--- src/rtl/fuzzy_defuzz_pkg.sv ---
// Shared fuzzy-datapath types: Q1.15 strength, Q7.0 crisp value, defuzzifier states.
// Imported by the trapezoid stage, rule logic and defuzzifier.
package fuzzy_pkg;
  typedef logic [15:0]        mu_t;
  typedef logic signed [7:0]  q7_t;

  localparam mu_t MU_ONE = 16'h7FFF;

  typedef enum logic [1:0] {IDLE, ACC, DIV, OUT} defuzz_state_e;
endpackage

--- src/rtl/fuzzy_defuzz_if.sv ---
// Rule-beat input stream and crisp-result output stream of the defuzzifier.
interface fuzzy_defuzz_if
  import fuzzy_pkg::*;
();
  logic in_valid;
  logic in_ready;
  mu_t  in_mu;
  q7_t  in_z;
  logic in_last;
  logic out_valid;
  logic out_ready;
  q7_t  out_y;
  logic out_none;
  logic out_ovf;

  modport master (
    output in_valid, in_mu, in_z, in_last, out_ready,
    input  in_ready, out_valid, out_y, out_none, out_ovf
  );

  modport slave (
    input  in_valid, in_mu, in_z, in_last, out_ready,
    output in_ready, out_valid, out_y, out_none, out_ovf
  );
endinterface

--- src/rtl/fuzzy_defuzz_serial_udiv.sv ---
// Restoring unsigned divider, one quotient bit per cycle MSB first; the first bit
// is resolved on the start edge, done marks the edge that latches the last bit.
module serial_udiv #(
  parameter int unsigned DVD_W  = 28,
  parameter int unsigned DVS_W  = 19,
  parameter int unsigned Q_BITS = 8
) (
  input  logic              clk,
  input  logic              rst,
  input  logic              start,
  input  logic [DVD_W-1:0]  dividend,
  input  logic [DVS_W-1:0]  divisor,
  output logic              busy,
  output logic              done,
  output logic [Q_BITS-1:0] quotient
);
  localparam int unsigned CNT_W = $clog2(Q_BITS + 1);

  logic [DVS_W-1:0]  rem_q, dvs_q, rem_cur, dvs_cur, rem_next;
  logic [Q_BITS-1:0] low_q, low_cur;
  logic [CNT_W-1:0]  cnt_q, cnt_cur;
  logic [DVS_W:0]    trial;
  logic              take;

  // Quotient fits in Q_BITS, so the dividend bits above them are already below the divisor.
  always_comb begin
    rem_cur  = start ? DVS_W'(dividend >> Q_BITS) : rem_q;
    low_cur  = start ? dividend[Q_BITS-1:0] : low_q;
    dvs_cur  = start ? divisor : dvs_q;
    cnt_cur  = start ? '0 : cnt_q;
    trial    = {rem_cur, low_cur[Q_BITS-1]};
    take     = (trial >= {1'b0, dvs_cur});
    rem_next = take ? DVS_W'(trial - {1'b0, dvs_cur}) : DVS_W'(trial);
    done     = (start || busy) && (cnt_cur == CNT_W'(Q_BITS - 1));
  end

  always_ff @(posedge clk or posedge rst) begin
    if (rst) begin
      rem_q    <= '0;
      dvs_q    <= '0;
      low_q    <= '0;
      cnt_q    <= '0;
      busy     <= 1'b0;
      quotient <= '0;
    end else if (start || busy) begin
      rem_q    <= rem_next;
      dvs_q    <= dvs_cur;
      low_q    <= low_cur << 1;
      cnt_q    <= cnt_cur + CNT_W'(1);
      busy     <= !done;
      quotient <= {quotient[Q_BITS-2:0], take};
    end
  end
endmodule

--- src/rtl/fuzzy_defuzz.sv ---
// Sequential singleton-centroid defuzzifier: y = sum(mu*z) / sum(mu), serial divide.
// Define FUZZY_DEFUZZ_ROUND_EN for round-half-away-from-zero, else truncation.
module fuzzy_defuzz
  import fuzzy_pkg::*;
#(
  parameter int unsigned N_RULES = 9
) (
  input logic           clk,
  input logic           rst,
  fuzzy_defuzz_if.slave bus
);
  localparam int unsigned CW    = $clog2(N_RULES + 1);
  localparam int unsigned SW_W  = 15 + CW;
  localparam int unsigned SWZ_W = 23 + CW;
  localparam int unsigned DVD_W = SWZ_W + 1;
  localparam logic signed [8:0] Y_MAX = 9'sd127;
  localparam logic signed [8:0] Y_MIN = -9'sd128;

  defuzz_state_e           state, state_next;
  logic [SW_W-1:0]         sw, sw_next;
  logic signed [SWZ_W-1:0] swz, swz_next;
  logic [CW-1:0]           cnt, cnt_next;
  logic                    ovf, ovf_next, none, none_next;
  logic [14:0]             mu_c;
  logic signed [SWZ_W-1:0] mu_ext, z_ext;
  logic                    in_rdy, beat, in_room;
  logic [SWZ_W-1:0]        swz_mag;
  logic [DVD_W-1:0]        dividend;
  logic                    div_start, div_busy, div_done;
  logic [7:0]              quo;
  logic signed [8:0]       y_wide;
  q7_t                     y_sat;

  always_comb begin
    in_rdy  = (state == IDLE) || (state == ACC);
    beat    = bus.in_valid && in_rdy;
    in_room = (cnt < CW'(N_RULES));
    mu_c    = bus.in_mu[15] ? MU_ONE[14:0] : bus.in_mu[14:0];
    mu_ext  = SWZ_W'({1'b0, mu_c});
    z_ext   = SWZ_W'(bus.in_z);
  end

  always_comb begin
    state_next = state;
    sw_next    = sw;
    swz_next   = swz;
    cnt_next   = cnt;
    ovf_next   = ovf;
    none_next  = none;
    div_start  = 1'b0;
    case (state)
      IDLE, ACC: begin
        if (beat) begin
          if (in_room) begin
            sw_next  = sw + SW_W'(mu_c);
            swz_next = swz + mu_ext * z_ext;
            cnt_next = cnt + CW'(1);
          end else begin
            ovf_next = 1'b1;
          end
          if (bus.in_last) begin
            if (sw_next == '0) begin
              state_next = OUT;
              none_next  = 1'b1;
            end else begin
              state_next = DIV;
            end
          end else begin
            state_next = ACC;
          end
        end
      end
      DIV: begin
        div_start = !div_busy;
        if (div_done) state_next = OUT;
      end
      OUT: begin
        if (bus.out_ready) begin
          state_next = IDLE;
          sw_next    = '0;
          swz_next   = '0;
          cnt_next   = '0;
          ovf_next   = 1'b0;
          none_next  = 1'b0;
        end
      end
      default: state_next = IDLE;
    endcase
  end

  always_ff @(posedge clk or posedge rst) begin
    if (rst) begin
      state <= IDLE;
      sw    <= '0;
      swz   <= '0;
      cnt   <= '0;
      ovf   <= 1'b0;
      none  <= 1'b0;
    end else begin
      state <= state_next;
      sw    <= sw_next;
      swz   <= swz_next;
      cnt   <= cnt_next;
      ovf   <= ovf_next;
      none  <= none_next;
    end
  end

  always_comb begin
    swz_mag = swz[SWZ_W-1] ? SWZ_W'(-swz) : SWZ_W'(swz);
`ifdef FUZZY_DEFUZZ_ROUND_EN
    dividend = {1'b0, swz_mag} + DVD_W'(sw >> 1);
`else
    dividend = {1'b0, swz_mag};
`endif
  end

  serial_udiv #(
    .DVD_W (DVD_W),
    .DVS_W (SW_W),
    .Q_BITS(8)
  ) u_div (
    .clk     (clk),
    .rst     (rst),
    .start   (div_start),
    .dividend(dividend),
    .divisor (sw),
    .busy    (div_busy),
    .done    (div_done),
    .quotient(quo)
  );

  always_comb begin
    y_wide = swz[SWZ_W-1] ? -$signed({1'b0, quo}) : $signed({1'b0, quo});
    if (y_wide > Y_MAX)      y_sat = q7_t'(Y_MAX);
    else if (y_wide < Y_MIN) y_sat = q7_t'(Y_MIN);
    else                     y_sat = q7_t'(y_wide);
  end

  assign bus.in_ready  = in_rdy;
  assign bus.out_valid = (state == OUT);
  assign bus.out_y     = ((state == OUT) && !none) ? y_sat : '0;
  assign bus.out_none  = (state == OUT) && none;
  assign bus.out_ovf   = (state == OUT) && ovf;
endmodule

--- src/flat_wrapper.sv ---
// flat-port wrapper written by rule: the top's interface ports become plain ports
module fuzzy_defuzz_flat import fuzzy_pkg::*;
#(
  parameter int unsigned N_RULES = 9
)
  (clk, rst, bus_in_valid, bus_in_mu, bus_in_z, bus_in_last, bus_out_ready, bus_in_ready, bus_out_valid, bus_out_y, bus_out_none, bus_out_ovf);
  fuzzy_defuzz_if bus_i ();
  input logic clk;
  input logic rst;
  input wire logic [$bits(bus_i.in_valid)-1:0] bus_in_valid;
  input wire logic [$bits(bus_i.in_mu)-1:0] bus_in_mu;
  input wire logic [$bits(bus_i.in_z)-1:0] bus_in_z;
  input wire logic [$bits(bus_i.in_last)-1:0] bus_in_last;
  input wire logic [$bits(bus_i.out_ready)-1:0] bus_out_ready;
  output wire logic [$bits(bus_i.in_ready)-1:0] bus_in_ready;
  output wire logic [$bits(bus_i.out_valid)-1:0] bus_out_valid;
  output wire logic [$bits(bus_i.out_y)-1:0] bus_out_y;
  output wire logic [$bits(bus_i.out_none)-1:0] bus_out_none;
  output wire logic [$bits(bus_i.out_ovf)-1:0] bus_out_ovf;
  assign bus_i.in_valid = bus_in_valid;
  assign bus_i.in_mu = bus_in_mu;
  assign bus_i.in_z = bus_in_z;
  assign bus_i.in_last = bus_in_last;
  assign bus_i.out_ready = bus_out_ready;
  assign bus_in_ready = bus_i.in_ready;
  assign bus_out_valid = bus_i.out_valid;
  assign bus_out_y = bus_i.out_y;
  assign bus_out_none = bus_i.out_none;
  assign bus_out_ovf = bus_i.out_ovf;
  fuzzy_defuzz #(.N_RULES(N_RULES)) u_core (.clk(clk), .rst(rst), .bus(bus_i));
endmodule
--- config.mk ---
export PLATFORM = sky130hd
export DESIGN_NAME = fuzzy_defuzz_flat
export DESIGN_NICKNAME = d
export VERILOG_FILES = /design/src/rtl/fuzzy_defuzz_pkg.sv /design/src/rtl/fuzzy_defuzz_if.sv /design/src/rtl/fuzzy_defuzz_serial_udiv.sv /design/src/rtl/fuzzy_defuzz.sv /design/src/flat_wrapper.sv
export SDC_FILE = /design/constraint.sdc
export NUM_CORES = 1
export LEC_CHECK = 0
export ABC_AREA = 1
export CAP_MARGIN = 20
export CORE_MARGIN = 5
export CORE_UTILIZATION = 35
export CTS_CLUSTER_DIAMETER = 80
export DETAILED_ROUTE_END_ITERATION = 10
export SLEW_MARGIN = 20
export SYNTH_ARGS = -nofsm -noshare
export SYNTH_HDL_FRONTEND = slang
export SYNTH_HIERARCHICAL = 1
export SYNTH_SLANG_ARGS = --single-unit
export TNS_END_PERCENT = 5
--- constraint.sdc ---
create_clock -name clk -period 7.45 [get_ports clk]
set_clock_uncertainty 0.05 [all_clocks]
set_input_delay 1.49 -clock clk [delete_from_list [all_inputs] [get_ports clk]]
set_output_delay 1.49 -clock clk [all_outputs]
set_load 0.005 [all_outputs]
==> results.md <==
- DR DRC count: 0
- Global route overflow: 0
- Post-synthesis cell area: 12900 um^2
- Post-route ant nets: 0
- N_diodes: 0
- Total Routed Length: 35700 um
- Clock Path Buffers: 2
- Worst-Skew Late Latency: approximately 360 ps
- Hold buffers post-CTS: 0
- Mapped Nets: 2051
- Yosys Warn Count: 6
- Crit path kind: input pin to register
- Arr. time, crit path: between 7000 and 8000 ps
- Cts bufs inserted: 9
- Worst setup EP type: register
- First-pass GRT wire length: between 60000 and 70000 um
- Routed len/inst: 15.4 um
- Final core utilization: 0.389
- Initial Util: 0.353
- Met2 usage: 0.305
- Hold Crit Class: register to register
- Crit path buf inv count: 5
- CTS tree: yes
- Post-Place Cells: 2303
- CP max-delay cell: clkdlybuf4s50_1
- Share of layout cells above drive strength 1: 0.0573
- Syn-to-layout area delta: 10.1%
- Status: finished, final reports clean
- Critical Path Source Type: input pin
- Syn Area/Cell: 7.14 um^2
- DP Area: 13900 um^2
- CTS sink cnt: approximately 110
- Die ar.: 40800 um^2
- Max Fclk: between 100 and 150 MHz
- Clock slew at reported path FFs: about 80 ps
- Crit-path max FO: 10
- Max Slew Vio Count: 0
- Top delay family on crit path: adder cells
- CP max stage delay: 620 ps
- Slew headroom: 0.426
- Vias: roughly 12000
- Post-DP HPWL: 29700 um
- MaxCap Viol Count: 0
- H-tree levels: 3
- GP Congestion: 0.915
- RSZ-0062 raised after global routing: false
- Period utilization: 0.922
- Synth Instances: 1807
- TritonRoute pass-1 iters: 5
- Std cell rows: 70
- Die span in x: 202 um
- Met3 Use GR: 0.0257
- Final Hold Viols: 0
- Initial antenna violation count: 0
- Largest net degree at the start of global routing: a little under 60
- GR Util All Layers: 0.180
- Post_cts resized: 0
- Gr busiest metal: met2
- Vias per std cell: ~5.0
- Core Area: 36500 um^2
- Number of global-route vias before repair: 11800
- Post-CTS setup buffer count: 0
- Data required, critical path: ~7700 ps
- Input/output buffers: 40
- Fill count: 3823
- DRT iter0 DRCs: 667
- Nets@finish: 2090
- Crit path time final: between 6000 and 7000 ps
- Most frequent CP cell: fa_1
- Root Buffer: clkbuf_16
- Reg2Reg Setup Slack: 2520 ps
- Critical-path cell list: clkdlybuf4s50_1, buf_4, nor2_2, inv_1, nor2_1, fa_1, fa_1, inv_1, fa_1, inv_1, fa_1, ha_1, ha_1, a21oi_1, o21ai_0, a221oi_1, nand3_1, nand3_1, nand2_1, a21oi_1, o21ai_1, nand2_1
- Final setup vio count: 0
- Design area: 14200 um^2
- GR Util met1: 0.241
- IO Count: 41
- Min Hold Slack: 424 ps
- Least-Margin Pin Slew: 859 ps
- Die Y: 202 um
- Fin cells: 2319
area by class of cell:
cell class / instances / area [um^2] / share of cell area
clock inverters: 6 / 50.0 / 0.00353
inverters: 322 / 1210 / 0.0854
clock buffers: 10 / 229 / 0.0161
well taps: 468 / 586 / 0.0413
multi-input cells: 1334 / 8710 / 0.614
flip-flops and latches: 112 / 2800 / 0.197
repair buffers: 67 / 603 / 0.0425
placed cells by master, fill, tap and decap left out, types with 13 or more instances in the layout:
cell type,n
nand2_1,494
ha_1,113
nor2_1,188
o22ai_1,16
or2_2,23
a21oi_1,59
dfrtp_1,112
nand3_1,96
inv_1,311
buf_4,27
clkdlybuf4s50_1,40
fa_1,102
nor3_1,13
o21ai_0,82
xor2_1,41
sequential cells by signal (all words and copies together) (netlist names):
register and flops:
u_core/cnt 4, u_core/none 1, u_core/ovf 1, u_core/state 2, u_core/sw 19, u_core/swz 27
u_core/u_div/busy 1, u_core/u_div/cnt_q 4, u_core/u_div/dvs_q 19, u_core/u_div/low_q 7, u_core/u_div/quotient 8, u_core/u_div/rem_q 19
per-layer routing:
layer  wire [um]  part of all wire  up-vias
met5           0                 0        -
met4        1040             0.029        0
met3        1810             0.051       56
met2       16700              0.47      273
met1       16200              0.45     5531
li1            -                 -     5714
per-stage QoR:
step	setup WS (ps)	TNS, ps
detailed placement	-59.1	-59.1
CTS	296	0
global placement	13.1	0
global route	40.8	0
floorplan	1150	0
finish	584	0
tightest hold or removal path, stage by stage (launching register included):
cell and delay [ps]:
dfrtp_1 320, nand2_1 70, nand2_1 60
final timing paths:
kind	start	to	depth (start not counted)
min reg2reg	u_core/u_div/dvs_q[0]$_DFFE_PP0P_	u_core/u_div/dvs_q[0]$_DFFE_PP0P_	2
min	u_core/u_div/dvs_q[0]$_DFFE_PP0P_	u_core/u_div/dvs_q[0]$_DFFE_PP0P_	2
max reg2reg	u_core/swz[6]$_DFFE_PP0P_	u_core/swz[24]$_DFFE_PP0P_	22
max in group asynchronous	rst	u_core/u_div/rem_q[18]$_DFFE_PP0P_	3
min in group asynchronous	rst	u_core/swz[23]$_DFFE_PP0P_	3
max	bus_in_mu[15]	u_core/swz[25]$_DFFE_PP0P_	22
Power is left out: the tool's default activity adds up to more than one toggle a clock period on the data nets, which glitch-free logic cannot reach.
